==> config.mk <==
export PLATFORM = sky130hd
export DESIGN_NAME = cache_monitor
export DESIGN_NICKNAME = d
export VERILOG_FILES = /design/src/rtl/cache_monitor.sv
export SDC_FILE = /design/constraint.sdc
export NUM_CORES = 1
export LEC_CHECK = 0
export ABC_AREA = 1
export ABC_CLOCK_PERIOD_IN_PS = 1500
export BUFFER_PORTS_ARGS = -buffer_cell sky130_fd_sc_hd__buf_4
export CORE_AREA = 10 10 210 212
export CTS_BUF_LIST = sky130_fd_sc_hd__clkbuf_2 sky130_fd_sc_hd__clkbuf_4 sky130_fd_sc_hd__clkbuf_8
export CTS_CLUSTER_DIAMETER = 150
export DETAILED_ROUTE_END_ITERATION = 6
export DIE_AREA = 0 0 220 222
export PLACE_DENSITY = 0.5
export REMOVE_ABC_BUFFERS = 1
export SYNTH_ARGS = -nofsm -noshare
export SYNTH_HDL_FRONTEND = slang
export SYNTH_SLANG_ARGS = --single-unit
==> constraint.sdc <==
create_clock -name clk -period 1.5 [get_ports clk]
set_input_delay 0.225 -clock clk [delete_from_list [all_inputs] [get_ports clk]]
set_output_delay 0.225 -clock clk [all_outputs]
set_load 0.02 [all_outputs]
==> src/rtl/cache_monitor.sv <==
// Exclusive monitor and word/line adapter between the core port and cache_control.
// Holds one load-exclusive reservation; merges byte-enabled store data into the cached line.
module cache_monitor #(
  parameter int TIMEOUT = 1023,
  parameter int INDEX_W = 8,
  parameter int TAG_W   = 28 - INDEX_W
) (
  input  logic               clk,
  input  logic               rst_n,
  input  logic [29:0]        core_address,
  input  logic               core_read,
  input  logic               core_write,
  input  logic               core_lock,
  input  logic               core_clrex,
  input  logic [3:0]         core_byteenable,
  input  logic [31:0]        core_writedata,
  output logic [31:0]        core_readdata,
  output logic               core_waitrequest,
  output logic [TAG_W-1:0]   cache_tag,
  output logic [INDEX_W-1:0] cache_index,
  output logic               cache_read,
  output logic               cache_write,
  output logic               cache_lock,
  output logic [127:0]       cache_data_wr,
  input  logic               cache_waitrequest,
  input  logic [127:0]       data_rd,
  input  logic               monitor_acquire,
  input  logic               monitor_fail,
  input  logic               monitor_release,
  output logic [127:0]       monitor_update,
  output logic               monitor_commit,
  input  logic               inval_valid,
  input  logic [TAG_W-1:0]   inval_tag,
  input  logic [INDEX_W-1:0] inval_index
);
  localparam int CNT_W = (TIMEOUT > 0) ? $clog2(TIMEOUT + 1) : 1;

  logic [1:0]         word;
  logic [127:0]       merged;
  logic               res_valid;
  logic [TAG_W-1:0]   res_tag;
  logic [INDEX_W-1:0] res_index;
  logic [1:0]         res_word;
  logic [CNT_W-1:0]   res_count;
  logic               line_hit, clr_plain_wr, clr_inval, expire, clr;

  assign word        = core_address[1:0];
  assign cache_index = core_address[INDEX_W+1:2];
  assign cache_tag   = core_address[29:INDEX_W+2];

  assign cache_read       = core_read;
  assign cache_write      = core_write;
  assign cache_lock       = core_lock;
  assign core_waitrequest = cache_waitrequest;

  // Byte-lane merge of the store word into the line read from SRAM.
  for (genvar gw = 0; gw < 4; gw++) begin : g_word
    localparam logic [1:0] WSEL = gw;
    for (genvar gb = 0; gb < 4; gb++) begin : g_byte
      assign merged[32*gw+8*gb +: 8] = (word == WSEL && core_byteenable[gb]) ?
                                       core_writedata[8*gb +: 8] : data_rd[32*gw+8*gb +: 8];
    end
  end

  assign cache_data_wr  = merged;
  assign monitor_update = merged;

  always_comb begin
    core_readdata = data_rd[32*word +: 32];
    if (core_write && core_lock) core_readdata = {31'b0, monitor_fail};
  end

  assign line_hit       = (cache_tag == res_tag) && (cache_index == res_index);
  assign monitor_commit = res_valid && core_lock && core_write && line_hit && (word == res_word);

  assign clr_plain_wr = core_write && !core_lock && !cache_waitrequest && line_hit;
  assign clr_inval    = inval_valid && (inval_tag == res_tag) && (inval_index == res_index);
  assign expire       = (TIMEOUT != 0) && res_valid && (res_count == '0);
  assign clr          = monitor_release || clr_plain_wr || clr_inval || core_clrex || expire;

  // Any clear wins over a simultaneous acquire.
  always_ff @(posedge clk or negedge rst_n) begin
    if (!rst_n) begin
      res_valid <= 1'b0;
      res_tag   <= '0;
      res_index <= '0;
      res_word  <= '0;
      res_count <= '0;
    end else if (clr) begin
      res_valid <= 1'b0;
      res_count <= '0;
    end else if (monitor_acquire) begin
      res_valid <= 1'b1;
      res_tag   <= cache_tag;
      res_index <= cache_index;
      res_word  <= word;
      res_count <= CNT_W'(TIMEOUT);
    end else if (res_valid && res_count != '0) begin
      res_count <= res_count - 1'b1;
    end
  end
endmodule

# Word-level counts from Yosys, hierarchy flattened
# Cells that the tools add are included.
dict set report totals {
  mem_bits_rw 0
  elab_cells 79
  rom_bits 0
  regBits 41
  out_inout_bits 321
  mem_count 0
  latchBits 0
}
dict set report op_classes {
  div 0
  add_sub_neg 1
  n_shift 1
  mux 22
  eq_ne 8
  bitwise 1
  multipliers 0
  magnitude_cmp 0
  reduce_logical 41
}
# operator n
set ops {}
lappend ops {{2-to-1 mux 8 bit} 16}
lappend ops {{indexed part select 128 x 8 -> 32 bit} 1}
lappend ops {{== test 20 bit} 2}
lappend ops {{2-to-1 mux 32 bit} 1}
lappend ops {{2-to-1 mux 10 bit} 3}
lappend ops {{logical AND 1 bit} 29}
lappend ops {{== test 8 bit} 2}
lappend ops {{zero test 10 bit} 1}
lappend ops {{nonzero test 10 bit} 1}
lappend ops {{subtractor 10 x 1 -> 10 bit, second input constant} 1}
lappend ops {{== test 2 bit, second input constant} 2}
lappend ops {{logical OR 1 bit} 4}
lappend ops {{nonzero test 3 bit} 1}
lappend ops {{== test 2 x 1 -> 1 bit, second input constant} 1}
lappend ops {{== test 2 bit} 1}
lappend ops {{zero test 1 bit} 2}
lappend ops {{zero test 2 bit} 1}
lappend ops {{2-to-1 mux 1 bit} 2}
lappend ops {{AND reduction 2 bit} 1}
lappend ops {{nonzero test 2 bit} 1}
lappend ops {{inverter 1 bit} 1}

# Longest topological paths before layout
# Gate-level depths: netlist (run 1).
dict set report depth {
  word_depth 10
  mapped_depth 13
  depth_no_buf 12
}

# Worst setup path after synthesis (run 1)
# Ideal clock, no wire load.
dict set report synth_timing {
  path_kind {input to output}
  from {input port core_address[1]}
  to {output port monitor_update[32]}
  t_required_ns 1.275
  path_stages 6
  setup_slack_ns -0.513
  t_arrival_ns 1.788
  n_path_buf 3
  path_cell_list {buf_2 > nor2_2 > nand2_1 > clkbuf_1 > o21ai_0 > buf_4}
}
dict set report synth_between {
  elab_chain_cells 3
}
# element line_no
set synth_rtl {}
lappend synth_rtl {{start, declared} 10} ;# input logic [29:0] core_address,
lappend synth_rtl {{== test 2 x 1 -> 1 bit} 60} ;# assign merged[32*gw+8*gb +: 8] = (word == WSEL && core_byteenable[gb]) ?
lappend synth_rtl {{logical AND 1 bit} 60}
lappend synth_rtl {{2-to-1 mux 8 bit} 60}
lappend synth_rtl {{end, declared} 30} ;# output logic [127:0] monitor_update,
# Every way passes these cells.

# Worst setup path after layout (run 1)
dict set report layout_timing {
  from {register res_index[6]}
  to {register res_index[6]}
}
dict set report layout_between {
  elab_chain_cells 9
}
# element line_no
set layout_rtl {}
lappend layout_rtl {{start, declared} 42} ;# logic [INDEX_W-1:0] res_index;
lappend layout_rtl {{start signal, assigned} 95} ;# res_index <= cache_index;
lappend layout_rtl {{== test 8 bit} 73} ;# assign line_hit = (cache_tag == res_tag) && (cache_index == res_index);
lappend layout_rtl {{logical AND 1 bit} 73}
lappend layout_rtl {{logical AND 1 bit} 76} ;# assign clr_plain_wr = core_write && !core_lock && !cache_waitrequest && line_hit;
lappend layout_rtl {{logical OR 1 bit} 79} ;# assign clr = monitor_release || clr_plain_wr || clr_inval || core_clrex || expire;
lappend layout_rtl {{logical OR 1 bit (*) (3 in series)} 79}
lappend layout_rtl {{inverter 1 bit (no line) (*)} n/a}
lappend layout_rtl {{AND reduction 2 bit (no line) (*)} n/a}
# Every way passes the cells marked *; elsewhere a longest branch is shown, timed or not.
# A chain may end at the register's enable or synchronous reset.

==> flow_summary_export.csv, run 1 <==
group,metric,value,unit
cells_and_area,num-nets-final,1894,
cells_and_area,diodes,0,
global_route,antenna_found_initial,2,
pwr,pwr_density_cell,565,nW/µm²
flow_run,maxCapViolations,0,
detailed_routing,drt_iter0_markers,520,
floorplanning,num_rows,73,
timing,slew_violations,0,
timing,fin_crit_sh,134,%
detailed_routing,vias_per_cell,4.48,
yosys,ys_ff_latch,41,
yosys,synth.cell_area,6180,µm²
setup_path,crit_required,1710,ps
yosys,synth-main-ff-cell,"dfrtp_1",
yosys,netlist_top_cells_area,"buf_4 19%, nand2_1 19%, dfrtp_1 17%",
placement,globalplace.congestion,0.963,
setup_path,setup.worst_path.end_class,"flop",
clock_tree,worstSkewPairLatency,320,ps
clock_tree,path_clk_slew,90,ps
yosys,yosysWarnings,0,
yosys,yosysUniqueCellTypes,28,
floorplanning,die_height,222,µm
min_path,hold_class,"in -> reg",
clock_tree,cts_buffer_depth,2,
clock_tree,h-tree-depth,2,
yosys,synth_seq_area_share,16.6,%
cells_and_area,area_growth,162,%
yosys,synth_edf_count,0,
timing,grt_setup_unrepaired,"yes",
setup_path,crit_path_max_fanout,11,
placement,hpwl,49400,µm
yosys,syn_inst,1035,
timing,fin_crit,2020,ps
clock_tree,root_buffer,"clkbuf_8",
yosys,synth_area_per_cell,5.98,µm²
timing,tightest_slew,585,ps
timing,slew-limit-headroom,61.0,%
yosys,synth_common_cells,"319 x nand2_1, 160 x buf_4, 132 x o21ai_0",
yosys,ys_async_sr_fraction,100,%
global_route,grt_pass1_wl,76400,µm
floorplanning,initial_core_util,15.6,%
timing,hold_viol,0,
cells_and_area,nFillCells,3946,
setup_path,critPathLaunchType,"flop",
floorplanning,core-area,39600,µm²
timing,finalSetupTns,-41510,ps
floorplanning,die_w,220,µm
detailed_routing,ant_nets,0,
cells_and_area,drive_above_1_share,72.8,%
yosys,yosysMostFrequentCell,"nand2_1",
detailed_routing,wire_per_inst,27.4,µm
floorplanning,die-area,48800,µm²
cells_and_area,final-instance-count-excl-fill,2186,
yosys,synth_area_leader_cell,"buf_4",
pwr,p_leak,7.72,nW
status,status,"complete, but fails checks",
yosys,synth_top_cell_area_share,19.4,%
detailed_routing,vias,9791,
global_route,first_global_vias,9828,
detailed_routing,drtPass1Iterations,5,
floorplanning,ios,554,
timing,fmax,0.496,GHz
global_route,grt_start_max_net_pins,42,
timing,setup_viol,268,
detailed_routing,drc,0,
clock_tree,cts.sinks,41,
timing,whs,208,ps
global_route,grt_overflow_total,0,
timing,skew,13.5,ps
global_route,grt_usage,21.6,%
pwr,max-vdd-ir-drop,0.000385,V
cells_and_area,fin_util,40.9,%
pwr,total_power,9.17,mW
setup_path,critPathArrivalTime,2230,ps
placement,place_inst,2131,
placement,io_buffers,551,
setup_path,criticalPathCategory,"reg -> reg",
detailed_routing,detail_route.wirelength,59900,µm
status,violations,"setup timing",
clock_tree,cts_tree,"done",
clock_tree,cts_buffers,5,
timing,setup_slack,-517,ps
kinds of logic after synthesis:
family,after synthesis,share of synthesized area (%)
adder cells (fa/ha/maj),1,0.202
flip-flops,41,16.6
XOR/XNOR,36,5.10
buffers and inverters,297,28.2
AO/OA/AOI/OAI,239,22.0
AND/OR/NAND/NOR,421,27.9
cell usage in the layout, fill, tap and decap left out, drive strengths merged:
master       Yosys  final
nand3           11     11
a211oi           1      1
a31oi            2      2
xor2             7      7
a22oi           64     64
nand2          320    320
nor2            56     56
nand4           31     31
buf            171    814
clkinv           2      2
o21ai          135    135
dlygate4sd3      0      1
clkbuf          34     13
clkinvlp         0      1
ha               1      1
dfrtp           41     41
nor3             2      2
inv             90     92
a21oi           37     37
nor3b            1      1
xnor2           29     29
per-layer routing:
| layer | share of wire [%] | GRT usage (%) |
|---|---|---|
| met1 | 38 | 24.5 |
| met4 | 3.7 | 6.85 |
| met3 | 11 | 9.24 |
| met5 | 0 | 0 |
| met2 | 47 | 35.8 |
registers in the layout, summed over array words and instances, names as in the netlist:
| name | count |
|---|---|
| res_tag | 20 |
| res_count | 10 |
| res_valid | 1 |
| res_word | 2 |
| res_index | 8 |
power by group:
group,internal [mW],switching [mW],total (mW)
registers,1.26,0.173,1.44
logic,3.18,3.72,6.90
clock network,0.337,0.492,0.830
cell type report:
| type | count | area (µm²) | share of cell area, % |
|---|---|---|---|
| timing repair buffer | 823 | 8210 | 50.6 |
| clock buffer | 5 | 68.8 | 0.424 |
| inverter | 92 | 368 | 2.27 |
| tap | 525 | 657 | 4.05 |
| sequential | 41 | 1030 | 6.35 |
| clock inverter | 3 | 25.0 | 0.154 |
| multi-input combinational | 697 | 5860 | 36.1 |
final timing paths:
path,start,to,slack [ps],depth (start not counted)
min in group asynchronous,rst_n,res_tag[13],440,2
worst max register to register,res_index[6],res_index[6],-520,14
worst min-delay path,core_address[1],res_word[1],210,3
max in group asynchronous,rst_n,res_tag[1],630,2
worst min register to register,res_word[0],res_word[0],500,2
worst max-delay path,res_index[6],res_index[6],-520,14
stage by stage:
step | setup WS, ps | instance area, µm²
final | -517 | 16200
after global routing | -596 | 16200
after CTS | -472 | 13500
after detailed placement | -802 | 11400
after global placement | -753 | 11400
after floorplan | -1130 | 4790
worst max-delay path, stage by stage, from the launching register on:
cell and delay, ps:
dfrtp_1 430, buf_4 150, buf_6 120, nor2_4 70
nor2_2 40, nor2_2 140, nand2_2 80, nor2_4 170
nand2_4 70, nor2_4 120, nor2_4 60, buf_8 140
clkbuf_16 170, nand4_1 90, nand2_2 50
repair_timing:
item,CTS,global route
pin swaps,36,93
hold endpoints to repair,41,0
cloned,7,10
endpoints found under the setup margin,330,328
resized for setup,480,652
setup buffers,33,42
hold buffers,1,0
(Power assumes the default switching activity.)
==> run 2: changes to the inputs <==
--- a/config.mk
+++ b/config.mk
@@ -14,7 +14,7 @@
 export DETAILED_ROUTE_END_ITERATION = 6
 export DIE_AREA = 0 0 220 222
 export PLACE_DENSITY = 0.5
-export REMOVE_ABC_BUFFERS = 1
+export SKIP_CTS_REPAIR_TIMING = 1
 export SYNTH_ARGS = -nofsm -noshare
 export SYNTH_HDL_FRONTEND = slang
 export SYNTH_SLANG_ARGS = --single-unit
==> run 2 against run 1 <==
Effect of this change: the run still ends with setup timing left; first-iteration DRC count shrank 9.4%; final cell count shrank 5.1%; critical path depth shrank 6; sequential share of layout area grew 0.52 points; highest routed layer unchanged; utilization shrank 3.2 points; via count shrank 8.4%.
==> flow_summary_export.csv, run 2 (synthesized netlist as in run 1, its figures left out) <==
group,metric,value,unit
clock_tree,h-tree-depth,2,
floorplanning,die-area,48800,µm²
setup_path,critPathLaunchType,"flop",
floorplanning,initial_core_util,15.6,%
cells_and_area,nFillCells,4063,
placement,globalplace.congestion,0.923,
global_route,grt_pass1_wl,63300,µm
pwr,power_switching,3.89,mW
cells_and_area,fin_util,37.7,%
timing,fmax,0.480,GHz
global_route,antenna_found_initial,0,
placement,io_buffers,551,
min_path,hold_class,"in -> reg",
cells_and_area,final_common_cell,"buf_4",
placement,place_inst,2034,
pwr,pwr_density_cell,557,nW/µm²
timing,whs,269,ps
placement,placed_area,12200,µm²
timing,skew,8.25,ps
placement,place_ws,-326,ps
cells_and_area,diodes,0,
clock_tree,cts_buffers,5,
detailed_routing,detail_route.wirelength,47200,µm
pwr,switching_share,46.8,%
clock_tree,cts_tree,"done",
setup_path,criticalPathCategory,"reg -> out",
pwr,combPwrFrac,73.6,%
pwr,total_power,8.31,mW
cells_and_area,num-nets-final,1783,
global_route,grt_overflow_total,0,
detailed_routing,wire_per_inst,22.7,µm
pwr,p_int,4.43,mW
cells_and_area,final_cell_mix,"405 x buf_4, 245 x buf_6, 204 x nand2_1, 118 x o21ai_4, 92 x nand2_2",
detailed_routing,vias,8970,
detailed_routing,drt_iter0_markers,471,
yosys,synthesis.nets,1269,
pwr,p_leak,7.06,nW
floorplanning,ios,554,
setup_path,critPathArrivalTime,1860,ps
clock_tree,cts.sinks,41,
detailed_routing,drtPass1Iterations,5,
timing,setup_slack,-582,ps
clock_tree,path_clk_slew,90,ps
floorplanning,num_rows,73,
floorplanning,die_w,220,µm
detailed_routing,drc,0,
pwr,seq_power_share,17.0,%
cells_and_area,largest_register_ffs,20,
cells_and_area,final-instance-count-excl-fill,2075,
cells_and_area,largestRegisters,"res_tag: 20 flops, res_count: 10 flops, res_index: 8 flops",
global_route,grt_usage,17.1,%
status,violations,"setup timing",
cells_and_area,final_cell_area,14900,µm²
timing,tightest_slew,593,ps
cells_and_area,area_growth,141,%
clock_tree,root_buffer,"clkbuf_8",
global_route,first_global_vias,9089,
timing,fin_crit_sh,139,%
timing,finalSetupTns,-25290,ps
status,status,"complete, but fails checks",
timing,slew-limit-headroom,60.5,%
timing,fin_crit,2080,ps
timing,hold_viol,0,
timing,grt_setup_unrepaired,"yes",
floorplanning,die_height,222,µm
floorplanning,core-area,39600,µm²
pwr,p_clk_share,9.4,%
setup_path,setup.worst_path.end_class,"primary output",
clock_tree,cts_buffer_depth,2,
cells_and_area,top_register,"res_tag",
timing,setup_viol,223,
detailed_routing,ant_nets,0,
cells_and_area,drive_above_1_share,69.0,%
timing,slew_violations,0,
detailed_routing,vias_per_cell,4.32,
placement,hpwl,39200,µm
global_route,grt_start_max_net_pins,42,
pwr,max-vdd-ir-drop,0.000330,V
clock_tree,worstSkewPairLatency,310,ps
setup_path,crit_path_max_fanout,3,
flow_run,maxCapViolations,0,
setup_path,crit_required,1270,ps
-- run 2: path summary, 6_finish.rpt --
| kind | start | to | slack [ps] | cells past startpoint |
|---|---|---|---|---|
| max | res_index[3] | monitor_commit | -580 | 8 |
| min | monitor_acquire | res_tag[14] | 270 | 3 |
| max reg2reg | res_tag[19] | res_tag[17] | -320 | 11 |
| min reg2reg | res_word[1] | res_word[1] | 500 | 2 |
| max in group asynchronous | rst_n | res_count[9] | 640 | 2 |
| min in group asynchronous | rst_n | res_tag[19] | 460 | 2 |
-- run 2: critical path, stage by stage, from the launching register on --
cell and delay (ps):
dfrtp_1 450, xnor2_2 140, nand2_1 130, nor2_2 150, nand2_1 90, nor2_4 150
nand2_2 80, nor3_4 220, buf_6 150
-- run 2: layer usage --
metal	global-route usage, %	wire length, µm
met1	20.1	18700
met2	30.3	24100
met3	4.75	3520
met4	2.77	846
met5	0	0
-- run 2: layout make-up --
cell class / instances / area, µm² / share of cell area [%]
Inverter: 92 / 363 / 2.43
Clock buffer: 6 / 76.3 / 0.511
Tap cell: 525 / 657 / 4.40
Timing Repair Buffer: 712 / 7050 / 47.2
Sequential cell: 41 / 1030 / 6.87
Multi-Input combinational cell: 697 / 5750 / 38.5
Clock inverter: 2 / 10.0 / 0.0670
-- run 2: power groups by stage --
stage | clock network, mW | logic, mW | registers, mW
after floorplan | 0 | 2.99 | 1.42
after global placement | 0 | 5.18 | 1.42
after detailed placement | 0 | 5.18 | 1.43
after CTS | 0.809 | 5.21 | 1.41
after global routing | 0.844 | 6.49 | 1.44
final | 0.777 | 6.12 | 1.42
==> run 3: changes to the inputs <==
--- a/config.mk
+++ b/config.mk
@@ -8,12 +8,12 @@
 export ABC_AREA = 1
 export ABC_CLOCK_PERIOD_IN_PS = 1500
 export BUFFER_PORTS_ARGS = -buffer_cell sky130_fd_sc_hd__buf_4
-export CORE_AREA = 10 10 210 212
+export CORE_AREA = 2 2 214 216
 export CTS_BUF_LIST = sky130_fd_sc_hd__clkbuf_2 sky130_fd_sc_hd__clkbuf_4 sky130_fd_sc_hd__clkbuf_8
 export CTS_CLUSTER_DIAMETER = 150
 export DETAILED_ROUTE_END_ITERATION = 6
-export DIE_AREA = 0 0 220 222
-export PLACE_DENSITY = 0.5
+export DIE_AREA = 0 0 216 218
+export PLACE_DENSITY = 0.47
 export SKIP_CTS_REPAIR_TIMING = 1
 export SYNTH_ARGS = -nofsm -noshare
 export SYNTH_HDL_FRONTEND = slang
==> run 3 against run 2 <==
Effect of this change: the flow still finishes with violations (setup timing); clock power is 29% higher; combinational power hardly changed; clock skew is 10 ps higher; routed wire length is 8.3% lower; largest power group unchanged; count of clock-buffer cells in the layout stayed put; hold slack better by 3.5 ps; setup slack better by 81 ps; fmax is 4.0% higher; final cell count is 4.9% higher.
==> flow_summary_export.csv, run 3 (synthesized netlist as in run 1, its figures left out) <==
group,metric,value,unit
status,status,"complete, but fails checks",
status,violations,"setup timing",
pwr,max-vdd-ir-drop,0.000400,V
cells_and_area,largestRegisters,"res_tag: 20 flops, res_count: 10 flops, res_index: 8 flops",
setup_path,critPathLaunchType,"flop",
min_path,hold_start,"core_address[28]",
cells_and_area,drive_above_1_share,69.8,%
min_path,hold_class,"in -> reg",
timing,finalSetupTns,-23620,ps
timing,grt_setup_unrepaired,"yes",
placement,hpwl,35100,µm
timing,fmax,0.500,GHz
setup_path,r2r_setup_slack,-460,ps
pwr,total_power,8.56,mW
floorplanning,die-area,47100,µm²
timing,setup_viol,161,
cells_and_area,num-nets-final,1809,
placement,globalplace.congestion,0.919,
timing,fin_crit_sh,133,%
floorplanning,num_rows,78,
global_route,grt_usage,15.8,%
cells_and_area,nFillCells,4783,
timing,tightest_slew,567,ps
detailed_routing,detail_route.wirelength,43300,µm
pwr,p_leak,7.16,nW
clock_tree,worstSkewPairLatency,320,ps
cells_and_area,final_cell_area,15100,µm²
cells_and_area,largest_register_ffs,20,
timing,setup_slack,-501,ps
floorplanning,die_height,218,µm
placement,place_ws,-385,ps
global_route,first_global_vias,8535,
clock_tree,path_clk_slew,100,ps
floorplanning,core-area,44900,µm²
timing,skew,18.3,ps
setup_path,r2r-end,"res_tag[7]",
timing,slew_violations,0,
clock_tree,cts.sinks,41,
detailed_routing,vias,8965,
clock_tree,cts_buffers,5,
detailed_routing,drtPass1Iterations,4,
timing,fin_crit,2000,ps
setup_path,crit_path_max_fanout,2,
cells_and_area,register_area,1030,µm²
cells_and_area,top_register,"res_tag",
min_path,hold-path-endpoint,"res_tag[18]",
placement,io_buffers,551,
setup_path,critPathArrivalTime,1780,ps
cells_and_area,area_growth,144,%
floorplanning,die_w,216,µm
cells_and_area,final_cell_mix,"473 x buf_4, 209 x nand2_1, 204 x buf_6, 110 x o21ai_4, 86 x nand2_2",
detailed_routing,drt_iter0_markers,561,
placement,place_inst,2127,
global_route,grt_start_max_net_pins,42,
floorplanning,ios,554,
timing,slew-limit-headroom,62.2,%
global_route,grt_pass1_wl,55800,µm
setup_path,crit_required,1270,ps
clock_tree,cts_tree,"done",
detailed_routing,drc,0,
timing,hold_viol,0,
global_route,antenna_found_initial,2,
setup_path,criticalPathCategory,"reg -> out",
flow_run,maxCapViolations,0,
placement,placed_area,12400,µm²
setup_path,rr_startpoint,"res_tag[19]",
setup_path,worstRegToRegCells,12,
cells_and_area,multi_input_comb_area,5710,µm²
detailed_routing,wire_per_inst,19.9,µm
detailed_routing,vias_per_cell,4.12,
cells_and_area,final-instance-count-excl-fill,2177,
min_path,hold_depth,4,
global_route,grt_overflow_total,0,
yosys,synthesis.nets,1269,
pwr,pwr_density_cell,567,nW/µm²
setup_path,setup.worst_path.end_class,"primary output",
floorplanning,initial_core_util,13.8,%
clock_tree,h-tree-depth,2,
cells_and_area,final_common_cell,"buf_4",
clock_tree,cts_buffer_depth,2,
detailed_routing,ant_nets,0,
clock_tree,root_buffer,"clkbuf_8",
==> run 3: through the flow <==
| step | utilization (%) | hold slack, ps |
|---|---|---|
| floorplan | - | -70.6 |
| global route | 33.6 | 279 |
| global placement | 27.7 | 271 |
| detailed placement | 27.7 | 268 |
| finish | 33.6 | 272 |
| CTS | 28.0 | -85.2 |
==> run 3: worst max path at each step <==
stage	from	end	slack [ps]	cells after the start
2_1_floorplan	core_address[1]	monitor_update[16]	-60	6
3_3_place_gp	core_address[7]	res_count[9]	-370	9
3_5_place_dp	res_index[5]	res_count[9]	-380	8
4_1_cts	res_index[5]	monitor_commit	-690	8
5_1_grt	res_tag[0]	res_tag[7]	-580	15
6_report	res_tag[19]	monitor_commit	-500	9
==> run 3: power by group <==
part / leakage, nW / switching, mW / internal, mW
Sequential: 0.521 / 0.148 / 1.26
Clock: 0.0574 / 0.462 / 0.543
Combinational: 6.58 / 3.27 / 2.87
==> run 3: layer usage <==
layer / routed length (µm) / global-route usage [%]
met3: 2450 / 3.26
met1: 18200 / 20.1
met2: 21700 / 27.1
met5: 16 / 0
met4: 900 / 3.95
==> run 3: critical path, cell delays in order, from the launching register on <==
cell and delay [ps]:
dfrtp_1 400, xnor2_1 170, buf_4 150, nand2_2 40, nor2_2 110, nand2_2 80, nor2_4 120, nand2_1 80
nor3_2 140, buf_4 170
==> run 3: area by class of cell <==
type,count,area share (%)
Inverter,92,2.49
Clock buffer,6,0.547
Timing Repair Buffer,738,47.1
Antenna cell,1,0.0166
Clock inverter,2,0.249
Multi-Input combinational cell,697,37.8
Tap cell,600,4.98
Sequential cell,41,6.80
